[src/rtl/apb3_requester_arbiter_if.sv]
// APB3 bus bundle between the requester arbiter (master) and the shared completer (slave).
interface apb3_requester_arbiter_if #(
  parameter int ADDR_WIDTH = 32,
  parameter int DATA_WIDTH = 32
);
  logic                  PSEL;
  logic                  PENABLE;
  logic [ADDR_WIDTH-1:0] PADDR;
  logic                  PWRITE;
  logic [DATA_WIDTH-1:0] PWDATA;
  logic [DATA_WIDTH-1:0] PRDATA;
  logic                  PREADY;
  logic                  PSLVERR;

  modport master (
    output PSEL, PENABLE, PADDR, PWRITE, PWDATA,
    input  PRDATA, PREADY, PSLVERR
  );

  modport slave (
    input  PSEL, PENABLE, PADDR, PWRITE, PWDATA,
    output PRDATA, PREADY, PSLVERR
  );
endinterface

[src/rtl/apb3_requester_arbiter.sv]
// Round-robin arbiter sharing one APB3 completer among NUM_REQ single-beat requesters.
// Optional ACCESS-phase timeout: define APB_ARB_TIMEOUT_EN.
//
// state  | meaning
// IDLE   | no transfer; req_ready offered to the round-robin winner
// SETUP  | APB setup phase, PSEL=1 PENABLE=0 for one cycle
// ACCESS | APB access phase, PSEL=1 PENABLE=1, waiting on PREADY
module apb3_requester_arbiter #(
  parameter int NUM_REQ        = 4,
  parameter int ADDR_WIDTH     = 32,
  parameter int DATA_WIDTH     = 32,
  parameter int TIMEOUT_CYCLES = 16
) (
  input  logic                          PCLK,
  input  logic                          PRESETn,
  input  logic [NUM_REQ-1:0]            req_valid,
  output logic [NUM_REQ-1:0]            req_ready,
  input  logic [NUM_REQ*ADDR_WIDTH-1:0] req_addr,
  input  logic [NUM_REQ-1:0]            req_write,
  input  logic [NUM_REQ*DATA_WIDTH-1:0] req_wdata,
  output logic [NUM_REQ-1:0]            rsp_valid,
  output logic [DATA_WIDTH-1:0]         rsp_rdata,
  output logic                          rsp_err,
  apb3_requester_arbiter_if.master      apb
);
  localparam int IDX_W = (NUM_REQ > 1) ? $clog2(NUM_REQ) : 1;
  localparam int SUM_W = IDX_W + 1;

  typedef enum logic [1:0] {IDLE, SETUP, ACCESS} state_t;

  state_t            state;
  logic [IDX_W-1:0]  rr_ptr;
  logic [IDX_W-1:0]  grant;
  logic [IDX_W-1:0]  grant_next;
  logic [IDX_W-1:0]  winner;
  logic              found;
  logic [ADDR_WIDTH-1:0] addr_arr  [NUM_REQ];
  logic [DATA_WIDTH-1:0] wdata_arr [NUM_REQ];

  // unpack the flat per-requester buses into indexable arrays
  always_comb begin
    for (int i = 0; i < NUM_REQ; i++) begin
      addr_arr[i]  = req_addr[i*ADDR_WIDTH +: ADDR_WIDTH];
      wdata_arr[i] = req_wdata[i*DATA_WIDTH +: DATA_WIDTH];
    end
  end

  // first valid requester at or above rr_ptr, wrapping past NUM_REQ-1
  always_comb begin
    logic [SUM_W-1:0] sum;
    found  = 1'b0;
    winner = '0;
    sum    = '0;
    for (int off = 0; off < NUM_REQ; off++) begin
      sum = {1'b0, rr_ptr} + SUM_W'(off);
      if (sum >= SUM_W'(NUM_REQ)) sum = sum - SUM_W'(NUM_REQ);
      if (!found && req_valid[sum[IDX_W-1:0]]) begin
        found  = 1'b1;
        winner = sum[IDX_W-1:0];
      end
    end
  end

  // accept only the winner, and only while idle
  always_comb begin
    req_ready = '0;
    if (state == IDLE && found) req_ready[winner] = 1'b1;
  end

  assign grant_next = (grant == IDX_W'(NUM_REQ - 1)) ? '0 : grant + 1'b1;

`ifdef APB_ARB_TIMEOUT_EN
  localparam int CNT_W = $clog2(TIMEOUT_CYCLES + 1);
  logic [CNT_W-1:0] wait_cnt;
`else
  logic unused_timeout;
  assign unused_timeout = (TIMEOUT_CYCLES > 0);
`endif

  // APB phase sequencing, request capture and one-cycle response pulse
  always_ff @(posedge PCLK or negedge PRESETn) begin
    if (!PRESETn) begin
      state       <= IDLE;
      rr_ptr      <= '0;
      grant       <= '0;
      apb.PSEL    <= 1'b0;
      apb.PENABLE <= 1'b0;
      apb.PWRITE  <= 1'b0;
      apb.PADDR   <= '0;
      apb.PWDATA  <= '0;
      rsp_valid   <= '0;
      rsp_rdata   <= '0;
      rsp_err     <= 1'b0;
`ifdef APB_ARB_TIMEOUT_EN
      wait_cnt    <= '0;
`endif
    end else begin
      rsp_valid <= '0;
      case (state)
        IDLE: begin
          if (found) begin
            grant      <= winner;
            apb.PADDR  <= addr_arr[winner];
            apb.PWRITE <= req_write[winner];
            apb.PWDATA <= wdata_arr[winner];
            apb.PSEL   <= 1'b1;
            state      <= SETUP;
          end
        end
        SETUP: begin
          apb.PENABLE <= 1'b1;
          state       <= ACCESS;
`ifdef APB_ARB_TIMEOUT_EN
          wait_cnt    <= '0;
`endif
        end
        ACCESS: begin
          if (apb.PREADY) begin
            // writes leave the last read data in place
            if (!apb.PWRITE) rsp_rdata <= apb.PRDATA;
            rsp_err          <= apb.PSLVERR;
            rsp_valid[grant] <= 1'b1;
            apb.PSEL         <= 1'b0;
            apb.PENABLE      <= 1'b0;
            rr_ptr           <= grant_next;
            state            <= IDLE;
          end
`ifdef APB_ARB_TIMEOUT_EN
          else if (wait_cnt == CNT_W'(TIMEOUT_CYCLES - 1)) begin
            rsp_rdata        <= '0;
            rsp_err          <= 1'b1;
            rsp_valid[grant] <= 1'b1;
            apb.PSEL         <= 1'b0;
            apb.PENABLE      <= 1'b0;
            rr_ptr           <= grant_next;
            state            <= IDLE;
          end else begin
            wait_cnt <= wait_cnt + 1'b1;
          end
`endif
        end
        default: state <= IDLE;
      endcase
    end
  end
endmodule

[src/flat_wrapper.sv]
// flat-port wrapper written by rule: the top's interface ports become plain ports
module apb3_requester_arbiter_flat 
#(
  parameter int NUM_REQ        = 4,
  parameter int ADDR_WIDTH     = 32,
  parameter int DATA_WIDTH     = 32,
  parameter int TIMEOUT_CYCLES = 16
)
  (PCLK, PRESETn, req_valid, req_ready, req_addr, req_write, req_wdata, rsp_valid, rsp_rdata, rsp_err, apb_PSEL, apb_PENABLE, apb_PADDR, apb_PWRITE, apb_PWDATA, apb_PRDATA, apb_PREADY, apb_PSLVERR);
  apb3_requester_arbiter_if #(.ADDR_WIDTH(ADDR_WIDTH), .DATA_WIDTH(DATA_WIDTH)) apb_i ();
  input  logic PCLK;
  input  logic PRESETn;
  input  logic [NUM_REQ-1:0] req_valid;
  output logic [NUM_REQ-1:0] req_ready;
  input  logic [NUM_REQ*ADDR_WIDTH-1:0] req_addr;
  input  logic [NUM_REQ-1:0] req_write;
  input  logic [NUM_REQ*DATA_WIDTH-1:0] req_wdata;
  output logic [NUM_REQ-1:0] rsp_valid;
  output logic [DATA_WIDTH-1:0] rsp_rdata;
  output logic rsp_err;
  output wire logic [$bits(apb_i.PSEL)-1:0] apb_PSEL;
  output wire logic [$bits(apb_i.PENABLE)-1:0] apb_PENABLE;
  output wire logic [$bits(apb_i.PADDR)-1:0] apb_PADDR;
  output wire logic [$bits(apb_i.PWRITE)-1:0] apb_PWRITE;
  output wire logic [$bits(apb_i.PWDATA)-1:0] apb_PWDATA;
  input wire logic [$bits(apb_i.PRDATA)-1:0] apb_PRDATA;
  input wire logic [$bits(apb_i.PREADY)-1:0] apb_PREADY;
  input wire logic [$bits(apb_i.PSLVERR)-1:0] apb_PSLVERR;
  assign apb_PSEL = apb_i.PSEL;
  assign apb_PENABLE = apb_i.PENABLE;
  assign apb_PADDR = apb_i.PADDR;
  assign apb_PWRITE = apb_i.PWRITE;
  assign apb_PWDATA = apb_i.PWDATA;
  assign apb_i.PRDATA = apb_PRDATA;
  assign apb_i.PREADY = apb_PREADY;
  assign apb_i.PSLVERR = apb_PSLVERR;
  apb3_requester_arbiter #(.NUM_REQ(NUM_REQ), .ADDR_WIDTH(ADDR_WIDTH), .DATA_WIDTH(DATA_WIDTH), .TIMEOUT_CYCLES(TIMEOUT_CYCLES)) u_core (.PCLK(PCLK), .PRESETn(PRESETn), .req_valid(req_valid), .req_ready(req_ready), .req_addr(req_addr), .req_write(req_write), .req_wdata(req_wdata), .rsp_valid(rsp_valid), .rsp_rdata(rsp_rdata), .rsp_err(rsp_err), .apb(apb_i));
endmodule
[config.mk]
export PLATFORM = sky130hd
export DESIGN_NAME = apb3_requester_arbiter_flat
export DESIGN_NICKNAME = d
export VERILOG_FILES = /design/src/rtl/apb3_requester_arbiter_if.sv /design/src/rtl/apb3_requester_arbiter.sv /design/src/flat_wrapper.sv
export SDC_FILE = /design/constraint.sdc
export NUM_CORES = 1
export LEC_CHECK = 0
export CORE_AREA = 2 2 160 162
export DETAILED_ROUTE_END_ITERATION = 6
export DIE_AREA = 0 0 162 164
export PLACE_DENSITY = 0.68
export SYNTH_ARGS = -nofsm -noshare
export SYNTH_HDL_FRONTEND = slang
export SYNTH_SLANG_ARGS = --single-unit
[constraint.sdc]
create_clock -name PCLK -period 2.45 [get_ports PCLK]
set_input_delay 0.245 -clock PCLK [delete_from_list [all_inputs] [get_ports PCLK]]
set_output_delay 0.245 -clock PCLK [all_outputs]
set_load 0.05 [all_outputs]
==> results.py <==
metrics = {
    "setup_path": {
        "critPathKind": "reg2out",
        "startpoint_type": "flip-flop",
        "critical_path.top_delay_family": "flip-flops",
        "timing.critical_path.to_type": "output pin",
        "critical_path.slowest_cell": "dfrtp_1",
        "path_buf_inv": 2,
        "worst-path-max-fanout": 30,
        "critical_path_arrival_ps": 2100,
        "cp_cell_sequence": "mux2_4, o221ai_4, buf_12, nor2b_1, buf_12",
        "timing.critical_path.slowest_cell_delay_ps": 460,
        "cpMostUsedCell": "buf_12",
        "timing.critical_path.required_ps": 2200,
    },
    "logic_synthesis": {
        "synth-edff-count": 0,
        "yosys.cell_count.top_type": "mux2i_1",
        "synth_seq_cells": 110,
        "syn_area_sq_um": 5840,
        "synth_common_cells": "130 x mux2i_1, 110 x dfrtp_1, 75 x nand2_1",
        "synth_sequential_area_ratio_pct": 47.2,
        "library_cell_occupying_the_most_area_in_the_post_synthesis_netlist": "dfrtp_1",
        "ys_top_cells_by_area": "dfrtp_1 47%, mux2i_1 22%, o221ai_1 9.8%",
        "synthesized_area_per_cell_sq_um": 11.8,
        "yosys_top_cell_area_share_pct": 47.2,
        "postSynth.topFlopCell": "dfrtp_1",
        "synth.lib_cells_used.distinct": 33,
        "yosys_warnings": 0,
        "synth_nets": 798,
        "syn-instance-count": 494,
        "async_flop_share_pct": 100,
    },
    "sta": {
        "fmax_mhz": 427,
        "grt_setup_unrepaired": "no",
        "tightestPinTransition_ps": 587,
        "setup-tns-final_ps": 0,
        "max-slew-margin-rel_pct": 60.8,
        "setup_viol_count_final": 0,
        "finalClockSkew_ps": 12.4,
        "slew_violations": 0,
        "post_route_fraction_of_the_period_consumed_by_the_critical_path_pct": 95.6,
        "min_period_ps": 2340,
        "timing.final.hold_violations": 0,
    },
    "grt": {
        "first_global_vias": 5809,
        "total_gr_overflow": 0,
        "initial_antenna_violation_count": 0,
        "grt_max_degree": 69,
        "first_pass_grt_wire_length_microns": 32600,
        "global_route.usage.total_pct": 15.9,
    },
    "placement": {
        "hpwl_microns": 17700,
        "gp_routability_congestion": 0.777,
        "port_buffers": 407,
    },
    "hold_path": {
        "worstHoldPathType": "in2async",
    },
    "finish": {
        "antennaDiodeCount": 0,
        "layout.core_utilization_pct": 43.6,
        "areaGrowthSynthToFinish_pct": 85.5,
        "fillers": 2384,
        "proportion_of_layout_cells_with_a_drive_suffix_above_1_pct": 10.9,
        "finalNetCount": 1215,
    },
    "drt": {
        "wl_met1_microns": 8550,
        "final_ant_viol_nets": 0,
        "starting_drc_count_in_detailed_routing": 222,
        "topRoutingLayerUsed": "met4",
        "dr_wl_met3_microns": 1790,
        "detail_route.wl_per_cell_microns": 17.7,
        "met2_length_microns": 11100,
        "detailed_route_via_count": 5672,
        "totalWireLength_microns": 22000,
        "via_per_inst": 4.55,
        "drt_first_pass_iters": 4,
        "drt_drc_violations_left": 0,
    },
    "clock_tree": {
        "cts_root_buffer": "clkbuf_16",
        "cts_inserted_buffers": 9,
        "bufs_on_longest_clock_path": 2,
        "clock_tree_from_tritoncts": "done",
        "cts_sinks": 110,
        "clk_latency_ps": 360,
        "worst_setup_hold_path_clk_slew_ps": 90,
        "clock_tree.htree_level_count": 3,
    },
    "floorplanning": {
        "die_x_microns": 162,
        "fp.coreArea_sq_um": 24800,
        "boundaryPins": 408,
        "overall_die_area_sq_um": 26600,
        "chipHeight_microns": 164,
        "rows": 58,
        "initial_core_util_pct": 23.5,
    },
    "pwr": {
        "vdd_drop_max_uv": 575,
        "leakage_power_summed_over_all_cells_uw": 0.00472,
        "power.density_nw_per_um2": 1260,
    },
    "status": {
        "outcome": "completed",
    },
    "flow_run": {
        "drv.max_cap_violation_count": 0,
    },
}
==> layout make-up <==
type,instances,area (sq um),area share [%]
clock buffers,9,225,2.08
clock inverters,7,95.1,0.878
inverters,6,22.5,0.208
multi-input cells,338,2800,25.9
flip-flops and latches,110,2750,25.4
well taps,330,413,3.81
repair buffers,446,4520,41.7
==> power breakdown <==
group / total [uW] / switching, uW / internal, uW
Clock: 1570 / 819 / 747
Sequential: 3230 / 519 / 2710
Combinational: 8820 / 5330 / 3500
Total: 13600 / 6670 / 6950
==> stage by stage <==
stage / power [uW] / instances / hold slack (ps) / worst slack (ps) / instance area (sq um)
detailed placement: 12100 / 1229 / 110 / 101 / 10500
CTS: 13800 / 1246 / 251 / 63.0 / 10800
global route: 14300 / 1246 / 279 / 25.6 / 10800
finish: 13600 / 1246 / 260 / 109 / 10800
global placement: 12000 / 1229 / 110 / 155 / 10500
floorplan: 8810 / 494 / -50.6 / 194 / 5840
==> routing by layer <==
| layer | global-route usage, % | vias to the layer above |
|---|---|---|
| li1 | - | 2675 |
| met1 | 18.2 | 2692 |
| met4 | 6.52 | 0 |
| met3 | 4.27 | 35 |
| met5 | 0 | - |
| met2 | 28.2 | 270 |
==> final timing paths <==
| check | end | cells past startpoint | slack (ps) | from |
|---|---|---|---|---|
| worst max-delay path | req_ready[0] | 5 | 110 | u_core.rr_ptr[1] |
| worst min-delay path | u_core.apb.PADDR[11] | 2 | 260 | PRESETn |
| worst max register to register | u_core.apb.PADDR[4] | 6 | 400 | u_core.rr_ptr[1] |
| worst min register to register | u_core.apb.PWDATA[9] | 2 | 490 | u_core.apb.PWDATA[9] |
| max in group asynchronous | u_core.apb.PWDATA[15] | 3 | 1500 | PRESETn |
| min in group PCLK | u_core.rsp_err | 3 | 440 | apb_PSLVERR |
==> repair_timing <==
item,CTS,global route
hold buffers,1,0
setup buffers,0,0
endpoints found under the hold margin,11,0
gates resized for setup,0,1
setup endpoints to repair,0,1
==> registers in the layout (all words and copies together) (netlist names), 2 cells and up <==
| name | flops |
|---|---|
| u_core.rr_ptr | 2 |
| u_core.rsp_rdata | 32 |
| u_core.state | 2 |
| u_core.apb.PADDR | 32 |
| u_core.grant | 2 |
| u_core.apb.PWDATA | 32 |
| u_core.rsp_valid | 4 |
==> layout by cell type, fill, tap and decap left out, types with 2 or more instances in the layout <==
master           netlist  layout
dfrtp_1              110     110
mux2_2                33      33
inv_8                  0       2
buf_12                 1      13
nor2b_1                4       3
buf_4                  2      30
inv_1                  5       5
o21ai_0                3       3
clkbuf_16              0       9
and2_1                 4       4
nand2_1               75      75
mux2i_1              130     130
o221ai_1              65      65
ha_1                   4       4
clkdlybuf4s50_1        0     402
clkinv_8               0       3
nor2_1                 5       4
==> kinds of logic (layout without fill, tap and decap cells) <==
family | after synthesis | after routing | synth area share [%]
mux | 164 | 164 | 28.9
compound gates | 75 | 75 | 11.0
simple gates | 95 | 95 | 6.90
fa+ha+maj | 4 | 4 | 0.857
buf+inv | 46 | 468 | 5.17
flops | 110 | 110 | 47.2
No activity file was read; power rests on OpenSTA's default activity.
